<file path="config.mk">
export PLATFORM = sky130hd
export DESIGN_NAME = arf086b256e1r1w0cbbeheaa4acw_swt_obs_ctrl_flat
export DESIGN_NICKNAME = d
export VERILOG_FILES = /design/src/rtl/arf086b256e1r1w0cbbeheaa4acw_swt_obs_pkg.sv /design/src/rtl/arf086b256e1r1w0cbbeheaa4acw_swt_obs_ctrl_if.sv /design/src/rtl/arf086b256e1r1w0cbbeheaa4acw_swt_obs_sig_acc.sv /design/src/rtl/arf086b256e1r1w0cbbeheaa4acw_swt_obs_ctrl.sv /design/src/flat_wrapper.sv
export SDC_FILE = /design/constraint.sdc
export NUM_CORES = 1
export LEC_CHECK = 0
export CAP_MARGIN = 30
export CORE_UTILIZATION = 55
export CTS_CLUSTER_DIAMETER = 80
export DETAILED_ROUTE_END_ITERATION = 12
export PLACE_DENSITY_LB_ADDON = 0.1
export SLEW_MARGIN = 20
export SYNTH_ARGS = -nofsm -noshare
export SYNTH_HDL_FRONTEND = slang
export SYNTH_SLANG_ARGS = --single-unit
</file>
<file path="constraint.sdc">
create_clock -name clock -period 2.8 [get_ports clock]
set_input_delay 0.28 -clock clock [delete_from_list [all_inputs] [get_ports clock]]
set_output_delay 0.28 -clock clock [all_outputs]
set_load 0.005 [all_outputs]
</file>
<file path="src/rtl/arf086b256e1r1w0cbbeheaa4acw_swt_obs_pkg.sv">
// Shared types and the signature step for the SWT observation sequencer.
// Signatures are at most SIG_MAX_W bits wide; the step rotates within the low 'width' bits.
package arf086b256e1r1w0cbbeheaa4acw_swt_obs_pkg;

   localparam int SIG_MAX_W = 32;
   localparam int CNT_W     = 8;

   typedef enum logic [1:0] {
      ST_IDLE    = 2'd0,
      ST_CAPTURE = 2'd1,
      ST_UNLOAD  = 2'd2,
      ST_DONE    = 2'd3
   } state_e;

   function automatic logic [SIG_MAX_W-1:0] sig_rotl_xor(
      input logic [SIG_MAX_W-1:0] sig,
      input logic [SIG_MAX_W-1:0] obs,
      input int                   width
   );
      logic [SIG_MAX_W-1:0] rot;
      rot = sig << 1;
      for (int i = 0; i < SIG_MAX_W; i++) begin
         if (i == width - 1) rot[0] = sig[i];
         if (i >= width)     rot[i] = 1'b0;
      end
      return rot ^ obs;
   endfunction

endpackage

</file>
<file path="src/rtl/arf086b256e1r1w0cbbeheaa4acw_swt_obs_ctrl_if.sv">
// Unload handshake: one signature per transfer, tagged with its port index.
// Producer holds data/port stable while valid is high and ready is low.
interface arf086b256e1r1w0cbbeheaa4acw_swt_obs_ctrl_if #(
   parameter int OBS_W  = 4,
   parameter int PORT_W = 1
);
   logic [OBS_W-1:0]  unload_data;
   logic [PORT_W-1:0] unload_port;
   logic              unload_valid;
   logic              unload_ready;

   modport master (
      output unload_data,
      output unload_port,
      output unload_valid,
      input  unload_ready
   );

   modport slave (
      input  unload_data,
      input  unload_port,
      input  unload_valid,
      output unload_ready
   );
endinterface

</file>
<file path="src/rtl/arf086b256e1r1w0cbbeheaa4acw_swt_obs_sig_acc.sv">
// Per-port signature register: clear wins over enable; updates one cycle after en_i.
// No backpressure: holds its value whenever neither clear nor enable is set.
module arf086b256e1r1w0cbbeheaa4acw_swt_obs_sig_acc
   import arf086b256e1r1w0cbbeheaa4acw_swt_obs_pkg::*;
#(
   parameter int OBS_W = 4
) (
   input  logic             clk_i,
   input  logic             rst_i,
   input  logic             clr_i,
   input  logic             en_i,
   input  logic [OBS_W-1:0] obs_i,
   output logic [OBS_W-1:0] sig_o
);

   logic [OBS_W-1:0] sig_q, sig_d;

   always_comb begin
      sig_d = sig_q;
      if (clr_i) begin
         sig_d = '0;
      end else if (en_i) begin
         sig_d = OBS_W'(sig_rotl_xor(SIG_MAX_W'(sig_q), SIG_MAX_W'(obs_i), OBS_W));
      end
   end

   always_ff @(posedge clk_i) begin
      if (rst_i) sig_q <= '0;
      else       sig_q <= sig_d;
   end

   assign sig_o = sig_q;

endmodule

</file>
<file path="src/rtl/arf086b256e1r1w0cbbeheaa4acw_swt_obs_ctrl.sv">
// SWT observation sequencer: CAP_CYCLES capture cycles, then unloads enabled ports in index order.
// Unload is valid/ready; a stalled port holds data/port until accepted, then DONE pulses for one cycle.
module arf086b256e1r1w0cbbeheaa4acw_swt_obs_ctrl
   import arf086b256e1r1w0cbbeheaa4acw_swt_obs_pkg::*;
#(
   parameter int NUM_PORTS  = 2,
   parameter int OBS_W      = 4,
   parameter int CAP_CYCLES = 8
) (
   input  logic                         clock,
   input  logic                         reset,
   input  logic                         start,
   input  logic [NUM_PORTS-1:0]         port_en,
   input  logic [NUM_PORTS*OBS_W-1:0]   obs_in,
   arf086b256e1r1w0cbbeheaa4acw_swt_obs_ctrl_if.master unload,
   output logic                         busy,
   output logic                         done
);

   localparam int              PORT_W   = (NUM_PORTS > 1) ? $clog2(NUM_PORTS) : 1;
   localparam logic [CNT_W-1:0] CNT_LAST = CNT_W'(CAP_CYCLES - 1);

   state_e              state_q, state_d;
   logic [CNT_W-1:0]    cnt_q, cnt_d;
   logic [NUM_PORTS-1:0] en_q, en_d;
   logic [PORT_W-1:0]   ptr_q, ptr_d;

   logic [OBS_W-1:0]    sig [NUM_PORTS];
   logic                sig_clr, sig_en;
   logic                first_vld, next_vld;
   logic [PORT_W-1:0]   first_idx, next_idx;
   logic                vld;
   logic [OBS_W-1:0]    data_mux;

   assign sig_clr = (state_q == ST_IDLE) && start;
   assign sig_en  = (state_q == ST_CAPTURE);

   for (genvar g = 0; g < NUM_PORTS; g++) begin : g_sig
      arf086b256e1r1w0cbbeheaa4acw_swt_obs_sig_acc #(
         .OBS_W (OBS_W)
      ) u_sig_acc (
         .clk_i (clock),
         .rst_i (reset),
         .clr_i (sig_clr),
         .en_i  (sig_en),
         .obs_i (obs_in[g*OBS_W +: OBS_W]),
         .sig_o (sig[g])
      );
   end

   // Descending scan so the lowest qualifying index wins.
   always_comb begin
      first_vld = 1'b0;
      first_idx = '0;
      next_vld  = 1'b0;
      next_idx  = '0;
      for (int p = NUM_PORTS - 1; p >= 0; p--) begin
         if (en_q[p]) begin
            first_vld = 1'b1;
            first_idx = PORT_W'(p);
         end
         if (en_q[p] && (PORT_W'(p) > ptr_q)) begin
            next_vld = 1'b1;
            next_idx = PORT_W'(p);
         end
      end
   end

   always_comb begin
      state_d = state_q;
      cnt_d   = cnt_q;
      en_d    = en_q;
      ptr_d   = ptr_q;
      unique case (state_q)
         ST_IDLE: begin
            if (start) begin
               state_d = ST_CAPTURE;
               cnt_d   = '0;
               en_d    = port_en;
               ptr_d   = '0;
            end
         end
         ST_CAPTURE: begin
            if (cnt_q == CNT_LAST) begin
               if (first_vld) begin
                  state_d = ST_UNLOAD;
                  ptr_d   = first_idx;
               end else begin
                  state_d = ST_DONE;
               end
            end else begin
               cnt_d = cnt_q + CNT_W'(1);
            end
         end
         ST_UNLOAD: begin
            if (unload.unload_ready) begin
               if (next_vld) ptr_d   = next_idx;
               else          state_d = ST_DONE;
            end
         end
         ST_DONE: begin
            state_d = ST_IDLE;
         end
         default: begin
            state_d = ST_IDLE;
         end
      endcase
   end

   always_ff @(posedge clock) begin
      if (reset) begin
         state_q <= ST_IDLE;
         cnt_q   <= '0;
         en_q    <= '0;
         ptr_q   <= '0;
      end else begin
         state_q <= state_d;
         cnt_q   <= cnt_d;
         en_q    <= en_d;
         ptr_q   <= ptr_d;
      end
   end

   assign vld = (state_q == ST_UNLOAD);

   always_comb begin
      data_mux = '0;
      for (int p = 0; p < NUM_PORTS; p++) begin
         if (vld && (PORT_W'(p) == ptr_q)) data_mux = sig[p];
      end
   end

   assign unload.unload_valid = vld;
   assign unload.unload_data  = data_mux;
   assign unload.unload_port  = vld ? ptr_q : '0;
   assign busy                = (state_q != ST_IDLE);
   assign done                = (state_q == ST_DONE);

endmodule
</file>
<file path="src/flat_wrapper.sv">
// flat-port wrapper written by rule: the top's interface ports become plain ports
module arf086b256e1r1w0cbbeheaa4acw_swt_obs_ctrl_flat import arf086b256e1r1w0cbbeheaa4acw_swt_obs_pkg::*;
#(
   parameter int NUM_PORTS  = 2,
   parameter int OBS_W      = 4,
   parameter int CAP_CYCLES = 8
)
  (clock, reset, start, port_en, obs_in, busy, done, unload_unload_data, unload_unload_port, unload_unload_valid, unload_unload_ready);
  arf086b256e1r1w0cbbeheaa4acw_swt_obs_ctrl_if #(.OBS_W(OBS_W)) unload_i ();
  input  logic clock;
  input  logic reset;
  input  logic start;
  input  logic [NUM_PORTS-1:0] port_en;
  input  logic [NUM_PORTS*OBS_W-1:0] obs_in;
  output logic busy;
  output logic done;
  output wire logic [$bits(unload_i.unload_data)-1:0] unload_unload_data;
  output wire logic [$bits(unload_i.unload_port)-1:0] unload_unload_port;
  output wire logic [$bits(unload_i.unload_valid)-1:0] unload_unload_valid;
  input wire logic [$bits(unload_i.unload_ready)-1:0] unload_unload_ready;
  assign unload_unload_data = unload_i.unload_data;
  assign unload_unload_port = unload_i.unload_port;
  assign unload_unload_valid = unload_i.unload_valid;
  assign unload_i.unload_ready = unload_unload_ready;
  arf086b256e1r1w0cbbeheaa4acw_swt_obs_ctrl #(.NUM_PORTS(NUM_PORTS), .OBS_W(OBS_W), .CAP_CYCLES(CAP_CYCLES)) u_core (.clock(clock), .reset(reset), .start(start), .port_en(port_en), .obs_in(obs_in), .unload(unload_i), .busy(busy), .done(done));
endmodule
</file>
==> metrics.yaml <==
status: "finished clean"
slew-limit-headroom: 0.627
cp.arrival_ns: 2.36
final_nets: 183
clk_latency_ns: 0.30
place_ws_ns: 0.723
period_share: 0.759
crit_required_ns: 3.03
setup.worst_path.start_class: "flop"
final_area_um2: 1470
min_path_type: "reg2reg"
synth_top_family_by_area: "simple AND/OR/NAND/NOR gates"
grtUsageMet2: 0.416
root_buffer: "clkbuf_4"
antenna_found_initial: 0
ir_drop_v: 0.000602
fin_setup_tns_ns: 0
nFillCells: 177
critPathBufInv: 2
cts_tree: "built"
ys_seq_area_frac: 0.339
critPathMaxFanout: 30
yosys.area_share.simple: 0.265
cap_viol_max_count: 0
cp_top_family: "simple AND/OR/NAND/NOR gates"
drt-pass1-iter-count: 4
busiest_layer: "met2"
die-area_um2: 2450
drc: 0
period_minus_slack_ns: 2.12
initialDrtViolationCount: 26
core_um2: 2040
synth_xor_area_frac: 0.0565
num_rows: 16
rsz0062_at_grt: "false"
cts_resized: 0
sequentialPowerShare: 0.380
hold_viol: 0
antenna_cells: 0
postSynthCellCount: 144
yosysUniqueCellTypes: 34
ys.flop_type: "dfxtp_1"
grt_start_max_net_pins: 31
place_area_um2: 1440
ff_latch_area_um2: 420
dieHeight_um: 49.5
grt_pass1_vias: 1000
path_clk_slew_ns: 0.11
p_switching_mw: 0.443
initial_utilization: 0.608
vias_per_cell: 5.82
synth_seq_cells: 21
portBuffers: 21
slowest_delay_ns: 0.46
ios: 22
yosysTopAreaCell: "dfxtp_1"
wl_per_cell_um: 14.2
vias: 1106
power_density_nw_per_um2: 743
die_w_um: 49.5
worstReg2RegStart: "u_core.state_q[1]$_SDFFE_PP0P_"
reg2reg_depth: 7
worstSetupPathType: "reg2reg"
antenna_left: 0
syn_area_per_cell_um2: 8.62
end_kind: "flop"
grt-ovfl-total: 0
gr-usage-met3: 0.0370
cts_hold_buf: 0
synth_area_leaders: "dfxtp_1, mux2i_1, xnor2_1"
max_freq_mhz: 471
reg2reg_to: "u_core.cnt_q[7]$_SDFFE_PP0P_"
gp_congestion: 0.841
fin_skew_ns: 0.00358
grt_use_met1: 0.299
dp.final_hpwl_mm: 1.98
ys_warn_count: 0
multi_input_area_um2: 748
postCtsSetupBuffers: 0
cp_cell_sequence: "inv_1 > ha_1 > buf_4 > mux2i_1 > a31o_4 > or4_1 > a31oi_1"
clockBufferDepth: 2
p_leak_nw: 0.485
swShare: 0.407
intPower_mw: 0.645
h-tree-depth: 1
hp-start: "u_core.cnt_q[1]$_SDFFE_PP0P_"
maxSlewViolCount: 0
async_flop_share: 0
syn_nets: 163
cts_buffers: 3
utilization: 0.718
tightestPinTransition_ns: 0.558
r2r_slack_ns: 0.68
synth_fa_ha_area_frac: 0.0504
grt_pass1_wl_mm: 4.44
whs_path_depth: 2
synthMuxAreaShare: 0.0565
wirelength_mm: 2.69
synth_edf_count: 0
netlist_area_um2: 1240
setup_ws_ns: 0.676
slowest_stage: "or4_1"
clkPwrFrac: 0.134
cts_num_sinks: 21
synth_top_area_frac: 0.339
combPwrFrac: 0.486
fin_total_pwr_mw: 1.09
synth_compound_area_frac: 0.174
syn_to_final_growth_pct: 18.0
setup_viol: 0
hold_end: "u_core.cnt_q[1]$_SDFFE_PP0P_"
grtUsageTotal: 0.242
layout-drive-gt1-share: 0.0675
area by class of cell:
cell class,count,share of cell area
multi-input combinational,111,0.511
sequential,21,0.287
timing repair buffer,22,0.149
tap,27,0.0231
clock buffer,4,0.0179
inverter,5,0.0128
placed cells by master, fill, tap and decap left out, types with 3 or more instances in the layout:
| master | instances |
|---|---|
| a21oi_1 | 6 |
| a31oi_1 | 7 |
| nand2b_1 | 5 |
| nand3b_1 | 3 |
| nand3_1 | 9 |
| ha_1 | 5 |
| a211oi_1 | 9 |
| mux2i_1 | 7 |
| nand2_1 | 14 |
| clkbuf_4 | 3 |
| dfxtp_1 | 21 |
| or4_1 | 3 |
| inv_1 | 5 |
| and3_2 | 3 |
| clkdlybuf4s50_1 | 21 |
| nor2_1 | 12 |
| xnor2_1 | 8 |
synth_stat cells, drive strengths merged (6+ instances only):
library cell and instances:
nor2 12, dfxtp 21, nand2 14, xnor2 8
a31oi 7, mux2i 7, a21oi 6, a211oi 9
nand3 9
power groups by stage:
| stage | clock network (mW) | logic [mW] | registers, mW |
|---|---|---|---|
| after global placement | 0 | 0.505 | 0.416 |
| after detailed placement | 0 | 0.520 | 0.420 |
| final | 0.146 | 0.529 | 0.414 |
| after CTS | 0.151 | 0.524 | 0.412 |
| after global routing | 0.162 | 0.588 | 0.420 |
| after floorplan | 0 | 0.420 | 0.404 |
sequential cells by signal (all words and copies together) (netlist names):
name	flops
u_core.g_sig.u_sig_acc.sig_o	8
u_core.en_q	2
u_core.ptr_q	1
u_core.state_q	2
u_core.cnt_q	8
worst max-delay path by stage:
stage	from	cells after the start	slack [ns]	endpoint
after global routing	u_core.state_q[1]$_SDFFE_PP0P_	7	0.56	u_core.cnt_q[4]$_SDFFE_PP0P_
final	u_core.state_q[1]$_SDFFE_PP0P_	7	0.68	u_core.cnt_q[7]$_SDFFE_PP0P_
after CTS	u_core.state_q[1]$_SDFFE_PP0P_	7	0.69	u_core.cnt_q[4]$_SDFFE_PP0P_
after global placement	u_core.state_q[1]$_SDFFE_PP0P_	7	0.80	u_core.cnt_q[4]$_SDFFE_PP0P_
after detailed placement	u_core.state_q[1]$_SDFFE_PP0P_	7	0.72	u_core.cnt_q[7]$_SDFFE_PP0P_
after floorplan	u_core.state_q[0]$_SDFFE_PP0P_	7	0.94	u_core.cnt_q[7]$_SDFFE_PP0P_
through the flow:
step | hold slack (ns) | instances
6_report | 0.481 | 190
5_1_grt | 0.505 | 190
4_1_cts | 0.481 | 190
3_5_place_dp | 0.464 | 186
3_3_place_gp | 0.465 | 186
2_1_floorplan | 0.352 | 144
kinds of logic after synthesis:
logic type      Yosys count
simple gates             60
compound gates           31
flops                    21
buf+inv                  12
xor+xnor                  8
mux                       7
fa+ha+maj                 5
worst register-to-register path: cells and delay by family (launching register included):
| kind | cells | cell delay, ns |
|---|---|---|
| AND/OR/NAND/NOR | 1 | 0.46 |
| adder cells (fa/ha/maj) | 1 | 0.16 |
| buffers and inverters | 2 | 0.39 |
| multiplexers | 1 | 0.23 |
| flip-flops | 1 | 0.36 |
| AO/OA/AOI/OAI | 2 | 0.46 |
metal layers:
metal  up-vias  routed length (um)
met5         -                   0
met4         0                  42
met3         4                 137
met2        38                1270
met1       509                1250
li1        555                   -
(Power assumes the default switching activity.)
